[src/rtl/max_seq_ctrl.sv]
// Frame-maximum controller: accepts N signed 3-bit samples per frame and
// registers the frame maximum plus the index of its first occurrence.

// Shared 3-bit signed maximum selector; b wins only when strictly greater.
module max3_sel (
  input  logic [2:0] a,
  input  logic [2:0] b,
  output logic [2:0] max,
  output logic       b_gt
);
  always_comb begin
    // differing sign bits: the non-negative operand is larger
    if (a[2] != b[2]) b_gt = a[2];
    else              b_gt = (b[1:0] > a[1:0]);
    max = b_gt ? b : a;
  end
endmodule

module max_seq_ctrl #(
  parameter int N = 4
) (
  input  logic       clk,
  input  logic       rst,
  input  logic       start,
  input  logic       in_valid,
  input  logic [2:0] in_data,
  output logic       in_ready,
  output logic       busy,
  output logic       done,
  output logic [2:0] max_out,
  output logic [3:0] max_idx
);
  typedef enum logic [1:0] {S_IDLE, S_COLLECT, S_DONE} state_t;

  localparam logic [3:0] LAST = 4'(N - 1);

  state_t     state, state_nxt;
  logic [3:0] cnt;
  logic [2:0] run_max;
  logic [3:0] run_idx;
  logic [2:0] sel_max;
  logic       sel_gt;
  logic       accept;
  logic       last;

  assign accept = (state == S_COLLECT) && in_valid;
  assign last   = (cnt == LAST);

  max3_sel u_sel (
    .a    (run_max),
    .b    (in_data),
    .max  (sel_max),
    .b_gt (sel_gt)
  );

  always_ff @(posedge clk) begin
    if (rst) state <= S_IDLE;
    else     state <= state_nxt;
  end

  always_comb begin
    state_nxt = state;
    case (state)
      S_IDLE:    if (start) state_nxt = S_COLLECT;
      S_COLLECT: if (accept && last) state_nxt = S_DONE;
      S_DONE:    state_nxt = S_IDLE;
      default:   state_nxt = S_IDLE;
    endcase
  end

  always_comb begin
    in_ready = (state == S_COLLECT);
    busy     = (state == S_COLLECT) || (state == S_DONE);
    done     = (state == S_DONE);
  end

  always_ff @(posedge clk) begin
    if (rst) begin
      cnt     <= '0;
      run_max <= '0;
      run_idx <= '0;
      max_out <= '0;
      max_idx <= '0;
    end else begin
      if (state == S_IDLE && start) cnt <= '0;
      if (accept) begin
        cnt <= cnt + 4'd1;
        if (cnt == 4'd0) begin
          run_max <= in_data;
          run_idx <= '0;
        end else if (sel_gt) begin
          run_max <= in_data;
          run_idx <= cnt;
        end
        // final sample goes straight into the result so it is not lost
        if (last) begin
          max_out <= sel_max;
          max_idx <= sel_gt ? cnt : run_idx;
        end
      end
    end
  end
endmodule

[config.mk]
export PLATFORM = sky130hd
export DESIGN_NAME = max_seq_ctrl
export DESIGN_NICKNAME = d
export VERILOG_FILES = /design/src/rtl/max_seq_ctrl.sv
export SDC_FILE = /design/constraint.sdc
export NUM_CORES = 1
export LEC_CHECK = 0
export CAP_MARGIN = 30
export CELL_PAD_IN_SITES_DETAIL_PLACEMENT = 0
export CELL_PAD_IN_SITES_GLOBAL_PLACEMENT = 2
export CORE_MARGIN = 2
export CORE_UTILIZATION = 33
export DETAILED_ROUTE_END_ITERATION = 10
export PLACE_DENSITY_LB_ADDON = 0.05
export SYNTH_ARGS = -nofsm -noshare
export SYNTH_HDL_FRONTEND = slang
export SYNTH_HIERARCHICAL = 1
export SYNTH_SLANG_ARGS = --single-unit
export TNS_END_PERCENT = 100
[constraint.sdc]
create_clock -name clk -period 3.1 [get_ports clk]
set_input_delay 0.62 -clock clk [delete_from_list [all_inputs] [get_ports clk]]
set_output_delay 0.62 -clock clk [all_outputs]
set_load 0.005 [all_outputs]
== Word-level counts from Yosys, hierarchy flattened ==
Cells that the tools add are included.

* Flip-flop bits (word level): 20
* Input bits: 7

* Add/sub/neg operators: 1
* Order comparisons: 1
* Eq/ne operators: 6
* Muxes and demuxes: 10
* Reductions and logical operators: 9

{| class="wikitable"
|+ Operators with widths
! operator !! number
|-
| 4-bit 2-to-1 mux || 4
|-
| 3-bit 2-to-1 mux || 2
|-
| 4-bit by 1-bit adder with 4-bit output, second input constant || 1
|-
| 4-bit by 2-bit equality test with 1-bit output, second input constant || 1
|-
| 4-bit zero test || 1
|-
| 2-bit 2-to-1 mux || 2
|-
| 2-bit one-hot mux with 2 select lines || 1
|-
| 2-bit AND reduction || 2
|-
| 1-bit logical AND || 3
|-
| 2-bit by 1-bit equality test with 1-bit output, second input constant || 1
|-
| 2-bit equality test, second input constant || 1
|-
| 2-bit greater-than comparator || 1
|-
| 2-bit zero test || 1
|-
| 2-bit by 1-bit != test with 1-bit output, second input constant || 1
|-
| 2-bit != test, second input constant || 1
|-
| 2-bit nonzero test || 1
|-
| 1-bit logical OR || 1
|-
| 1-bit 2-to-1 mux || 1
|-
| 1-bit != test || 1
|}

== Logic depth before layout (Yosys ltp) ==
Gate-level depths: netlist (run 1).

* Word-level depth: 5
* Gate-level depth with buffers: 9

== Hierarchy ==
Netlist (run 1), hierarchy kept.

{| class="wikitable"
|+ Modules (own cells, without submodules)
! module !! times used !! cells an instance !! area an instance (um^2)
|-
| max_seq_ctrl || 1 || 132 || 1163.6
|-
| max3_sel || 1 || 25 || 176.4
|}

== Worst setup path after synthesis (run 1) ==
Ideal clock, no wire load.

* Path type: input port to flip-flop
* From: in in_data[1]
* To: reg run_max[0]
* Setup time: 0.135 ns
* Arrival time: 2.212 ns
* Required time: 2.965 ns
* Path slack: 0.753 ns
* Cell stages on the path: 6
* Buffers on the path: 0
* Cell sequence: ha_1 -> nor2b_1 -> o21ai_0 -> o21ai_0 -> nor4b_1 -> or4_4

* Longest elaborated chain between the ends: 4

{| class="wikitable"
|+ RTL lines
! item !! line !! source
|-
| start: declaration || 26 || <nowiki>input logic [2:0] in_data,</nowiki>
|-
| 2-bit greater-than comparator || 14 || <nowiki>else b_gt = (b[1:0] > a[1:0]);</nowiki>
|-
| 1-bit 2-to-1 mux || 13 || <nowiki>if (a[2] != b[2]) b_gt = a[2];</nowiki>
|-
| via sel_gt || 42 || <nowiki>logic sel_gt;</nowiki>
|-
| 3-bit 2-to-1 mux (2 in series) || -- ||
|-
| end signal: assignment || 89 || <nowiki>run_max <= in_data;</nowiki>
|-
| end signal: assignment || 92 || <nowiki>run_max <= in_data;</nowiki>
|-
| end: declaration || 39 || <nowiki>logic [2:0] run_max;</nowiki>
|}

The timed path passes the listed nets, and every way through them passes these cells.
A chain may end at the register's enable or synchronous reset.

== Worst setup path in the final report (run 1) ==
Same ends and word-level chain as after synthesis.

==> results of run 1 <==
## state kept, by name, indices dropped and copies added (netlist names)
name,flops
max_out,3
cnt,4
state,2
run_idx,4
run_max,3
max_idx,4
## final cells by class
cell class	count	area, um^2	share of cell area (%)
Multi-Input combinational cell	114	828	52.6
Inverter	12	45.0	2.86
Tap cell	50	62.6	3.97
Sequential cell	20	400	25.4
Timing Repair Buffer	19	183	11.6
Clock buffer	4	55.1	3.50
## metal layers
metal  track usage, %  vias up  routed length, um
met5                0        -                  0
met3             3.00        2                 95
met2             27.5       17               1560
li1                 -      619                  -
met1             20.1      575               1470
met4             3.06        0                 11
## metrics by stage
step,hold WS (ns),area (um^2),util (%),std cells
detailed placement,0.459,1520,38.5,215
global placement,0.452,1520,38.5,215
CTS,0.468,1570,39.9,219
finish,0.463,1570,39.9,219
floorplan,0.452,1340,-,157
global route,0.484,1570,39.9,219
## worst paths after layout
kind	endpoint	cells after the start	slack [ns]	from
hold / removal	max_idx[3]	2	0.46	max_idx[3]
hold reg to reg	max_idx[3]	2	0.46	max_idx[3]
setup / recovery	run_max[0]	8	0.46	in_data[1]
setup reg to reg	run_max[0]	8	0.90	run_max[1]
## critical path: stages
cell             delay [ns]
clkdlybuf4s50_1        0.49
ha_1                   0.32
nor2b_1                0.24
o21ai_0                0.10
o21ai_0                0.16
buf_4                  0.23
nor4b_1                0.08
or4_4                  0.54
## cells in the mapped netlist, types with 4 or more instances
| cell type | number |
|---|---|
| nand2_1 | 15 |
| nor2_1 | 5 |
| and3_1 | 4 |
| nor3_1 | 8 |
| inv_1 | 11 |
| clkbuf_1 | 6 |
| a311o_1 | 4 |
| o21ai_0 | 4 |
| o311a_1 | 4 |
| dfxtp_1 | 20 |
| nand3_1 | 11 |
| nand3b_1 | 4 |
| ha_1 | 10 |
## cells by family (layout without fill, tap and decap cells)
logic type | Yosys count | after routing | share of synthesized area [%]
adder cells (fa/ha/maj) | 10 | 10 | 9.34
multiplexers | 1 | 1 | 0.747
buffers and inverters | 23 | 35 | 8.31
flip-flops | 20 | 20 | 29.9
AND/OR/NAND/NOR | 72 | 72 | 33.1
AO/OA/AOI/OAI | 31 | 31 | 18.6
## power by group through the flow
stage | combinational, uW | clock (uW) | sequential [uW]
after CTS | 317 | 210 | 304
after floorplan | 240 | 0 | 303
after detailed placement | 314 | 0 | 311
after global placement | 312 | 0 | 311
final | 314 | 204 | 304
after global routing | 355 | 221 | 308
==> results.json, run 1 <==
{
  "via_per_inst": 5.54,
  "post_cts_buffers": 0,
  "setup_viol": 0,
  "drt_iter0_drc": 44,
  "tightest_slew_ns": 0.721,
  "wl_per_cell_um": 14.3,
  "gp_congestion": 0.744,
  "rsz0062_at_grt": "no",
  "clk_latency_ns": 0.26,
  "power_switching_uw": 287,
  "grt_overflow": 0,
  "finalCriticalPeriod_ns": 2.64,
  "max_freq_mhz": 379,
  "drv_slew": 0,
  "drc": 0,
  "floorplan.die_area_mm2": 0.00459,
  "ys_async_sr_fraction_pct": 0,
  "max-vdd-ir-drop_mv": 0.243,
  "grt_max_degree": 25,
  "synth_cell_types": 41,
  "grt_pass1_vias": 1144,
  "netlist_area_mm2": 0.00134,
  "diodes": 0,
  "crit_required_ns": 3.24,
  "cts.hold.buffers_added": 0,
  "synth_nets": 174,
  "end_kind": "flop",
  "hpwlAfterDp_um": 2240,
  "nets": 187,
  "tritoncts": "yes",
  "cts_root_buf": "clkbuf_8",
  "initial_core_util_pct": 34.0,
  "clock-sinks": 20,
  "drt-pass1-iter-count": 4,
  "hold_violations": 0,
  "pre_cts_ws_ns": 0.193,
  "antenna_found_initial": 0,
  "switching_share_pct": 34.9,
  "min_period_over_period_pct": 85.1,
  "seqPwrFrac_pct": 37.0,
  "comb_power_share_pct": 38.2,
  "worstHoldPathType": "flop to flop",
  "status": "finished clean",
  "fill_cells": 392,
  "critPathMaxFanout": 16,
  "synth_top_area_share_pct": 29.9,
  "die-width_um": 67.7,
  "ios": 17,
  "ys_seq_area_share_pct": 29.9,
  "vias": 1213,
  "ys_warn_count": 6,
  "drive_above_1_share_pct": 11.2,
  "finalPower_uw": 822,
  "intPower_uw": 535,
  "setup_slack_ns": 0.460,
  "final_common_cell": "dfxtp_1",
  "final_cell_mix": "20 x dfxtp_1, 16 x clkdlybuf4s50_1, 15 x nand2_1",
  "synthCells": 157,
  "numCtsBuffers": 3,
  "postRouteWirelength_um": 3140,
  "area_growth_pct": 17.5,
  "cts_resized": 0,
  "slew_headroom_pct": 51.5,
  "numPortBuffers": 16,
  "ant_nets": 0,
  "core_mm2": 0.00394,
  "avgSynthCellArea_um2": 8.54,
  "rows": 23,
  "synth_area_leaders": "dfxtp_1 30%, ha_1 9.3%, nand2_1 4.2%",
  "htreeDepth": 1,
  "worstSetupPathType": "input port to flop",
  "leakagePower_uw": 0.000564,
  "startpoint_type": "input port",
  "fp.dieH_um": 67.7,
  "ys.flop_type": "dfxtp_1",
  "p_clk_share_pct": 24.8,
  "max_cap_violations": 0,
  "cp_data_arrival_time_ns": 2.78,
  "cts_buffer_depth": 2,
  "synth_edf_count": 0,
  "tns_ns": 0,
  "synth_top_area_cell": "dfxtp_1",
  "grt_util_all_layers_pct": 15.7,
  "skew_ns": 0.00363,
  "ys_seq_elements": 20,
  "powerDensity_mw_per_mm2": 522,
  "grt_pass1_wl_um": 5460,
  "clk_pin_slew_worst_paths_ns": 0.08
}
Power figures use the tool's default switching activity.
==> run 2: changes to the inputs <==
RECOVER_POWER = 25   (was default)
==> run 2 against run 1 <==
Combinational power about the same. Sequential cell count unchanged. Hold slack got worse by 0.0026 ns. Wire length decreased by 0.38%. Via count about the same. Clock skew about the same. Register-to-register slack about the same. First-iteration DRC count increased by 6.8%. Non-clock buffer count unchanged. Sequential power about the same. Utilization unchanged. Worst setup slack improved by 0.00076 ns.
==> results.json, run 2 (synthesis results as in run 1) <==
{
  "htreeDepth": 1,
  "cts_root_buf": "clkbuf_8",
  "tritoncts": "yes",
  "wl_per_cell_um": 14.3,
  "postRouteWirelength_um": 3130,
  "rsz0062_at_grt": "no",
  "via_per_inst": 5.53,
  "drive_above_1_share_pct": 11.2,
  "numCtsBuffers": 3,
  "antenna_found_initial": 0,
  "max-vdd-ir-drop_mv": 0.242,
  "gp_congestion": 0.744,
  "status": "finished clean",
  "startpoint_type": "input port",
  "rows": 23,
  "reg_top3": "cnt x4, max_idx x4, run_idx x4",
  "tns_ns": 0,
  "powerDensity_mw_per_mm2": 522,
  "seqCellArea_um2": 400,
  "grt_max_degree": 25,
  "whs_ns": 0.461,
  "drv_slew": 0,
  "drt-pass1-iter-count": 4,
  "numPortBuffers": 16,
  "drc": 0,
  "max_cap_violations": 0,
  "post_cts_buffers": 0,
  "floorplan.die_area_mm2": 0.00459,
  "slew_headroom_pct": 51.6,
  "fp.dieH_um": 67.7,
  "fill_cells": 392,
  "cts_resized": 0,
  "grt_pass1_wl_um": 5460,
  "grt_pass1_vias": 1144,
  "area_growth_pct": 17.5,
  "core_mm2": 0.00394,
  "max_freq_mhz": 379,
  "worstHoldPathType": "flop to flop",
  "grt_util_all_layers_pct": 15.7,
  "clk_pin_slew_worst_paths_ns": 0.08,
  "skew_ns": 0.00340,
  "diodes": 0,
  "drt_iter0_drc": 47,
  "cp_data_arrival_time_ns": 2.78,
  "nets": 187,
  "grt_overflow": 0,
  "finalCriticalPeriod_ns": 2.64,
  "end_kind": "flop",
  "critPathMaxFanout": 16,
  "ios": 17,
  "multiInputGateArea_um2": 828,
  "tightest_slew_ns": 0.721,
  "worstSetupPathType": "input port to flop",
  "final_util_pct": 39.9,
  "hold_violations": 0,
  "ant_nets": 0,
  "hpwlAfterDp_um": 2240,
  "min_period_over_period_pct": 85.1,
  "initial_core_util_pct": 34.0,
  "crit_required_ns": 3.24,
  "cts_buffer_depth": 2,
  "vias": 1212,
  "leakagePower_uw": 0.000582,
  "final_common_cell": "dfxtp_1",
  "clock-sinks": 20,
  "final_cell_mix": "20 x dfxtp_1, 15 x nand2_1, 11 x inv_1, 11 x nand3_1",
  "die-width_um": 67.7,
  "cts.hold.buffers_added": 0,
  "setup_viol": 0,
  "clk_latency_ns": 0.26
}
-- run 2: cell types whose count changed in the layout (fill, tap and decap cells not counted), sizes merged --
cell,change
dlygate4sd3,+6
clkdlybuf4s50,-6
-- run 2: worst paths after layout --
| check | start | endpoint | slack [ns] | depth (start not counted) |
|---|---|---|---|---|
| setup / recovery | in_data[1] | run_max[0] | 0.46 | 8 |
| hold / removal | max_idx[2] | max_idx[2] | 0.46 | 2 |
| setup reg to reg | run_max[1] | run_max[0] | 0.90 | 8 |
| hold reg to reg | max_idx[2] | max_idx[2] | 0.46 | 2 |
-- run 2: cell type report --
| cell class | count | area share [%] |
|---|---|---|
| Tap cell | 50 | 3.97 |
| Clock buffer | 4 | 3.50 |
| Inverter | 12 | 2.86 |
| Timing Repair Buffer | 19 | 11.6 |
| Sequential cell | 20 | 25.4 |
| Multi-Input combinational cell | 114 | 52.6 |
-- run 2: critical path, cell delays in order --
cell and delay (ns):
clkdlybuf4s50_1 0.49, ha_1 0.32, nor2b_1 0.24, o21ai_0 0.10
o21ai_0 0.16, buf_4 0.23, nor4b_1 0.08, or4_4 0.54
-- run 2: power breakdown --
group	switching, uW	internal (uW)
sequential	26.5	277
clock	91.3	113
combinational	169	144
total	287	535
-- run 2: per-layer routing --
metal  wire [um]  vias to the layer above  share of wire [%]  global-route usage, %
met5           0                        -                  0                      0
met4          11                        0               0.35                   3.06
met3          95                        2                3.0                   3.00
met2        1570                       17                 50                   27.5
met1        1450                      574                 46                   20.1
li1            -                      619                  -                      -
-- run 2: per-stage QoR --
stage                     cell area (um^2)  cells  setup slack (ns)  power, uW
after floorplan                       1340    157             0.753        542
after global placement                1520    215             0.238        622
after detailed placement              1520    215             0.193        625
after CTS                             1570    219             0.458        831
after global routing                  1570    219             0.264        883
final                                 1570    219             0.461        822
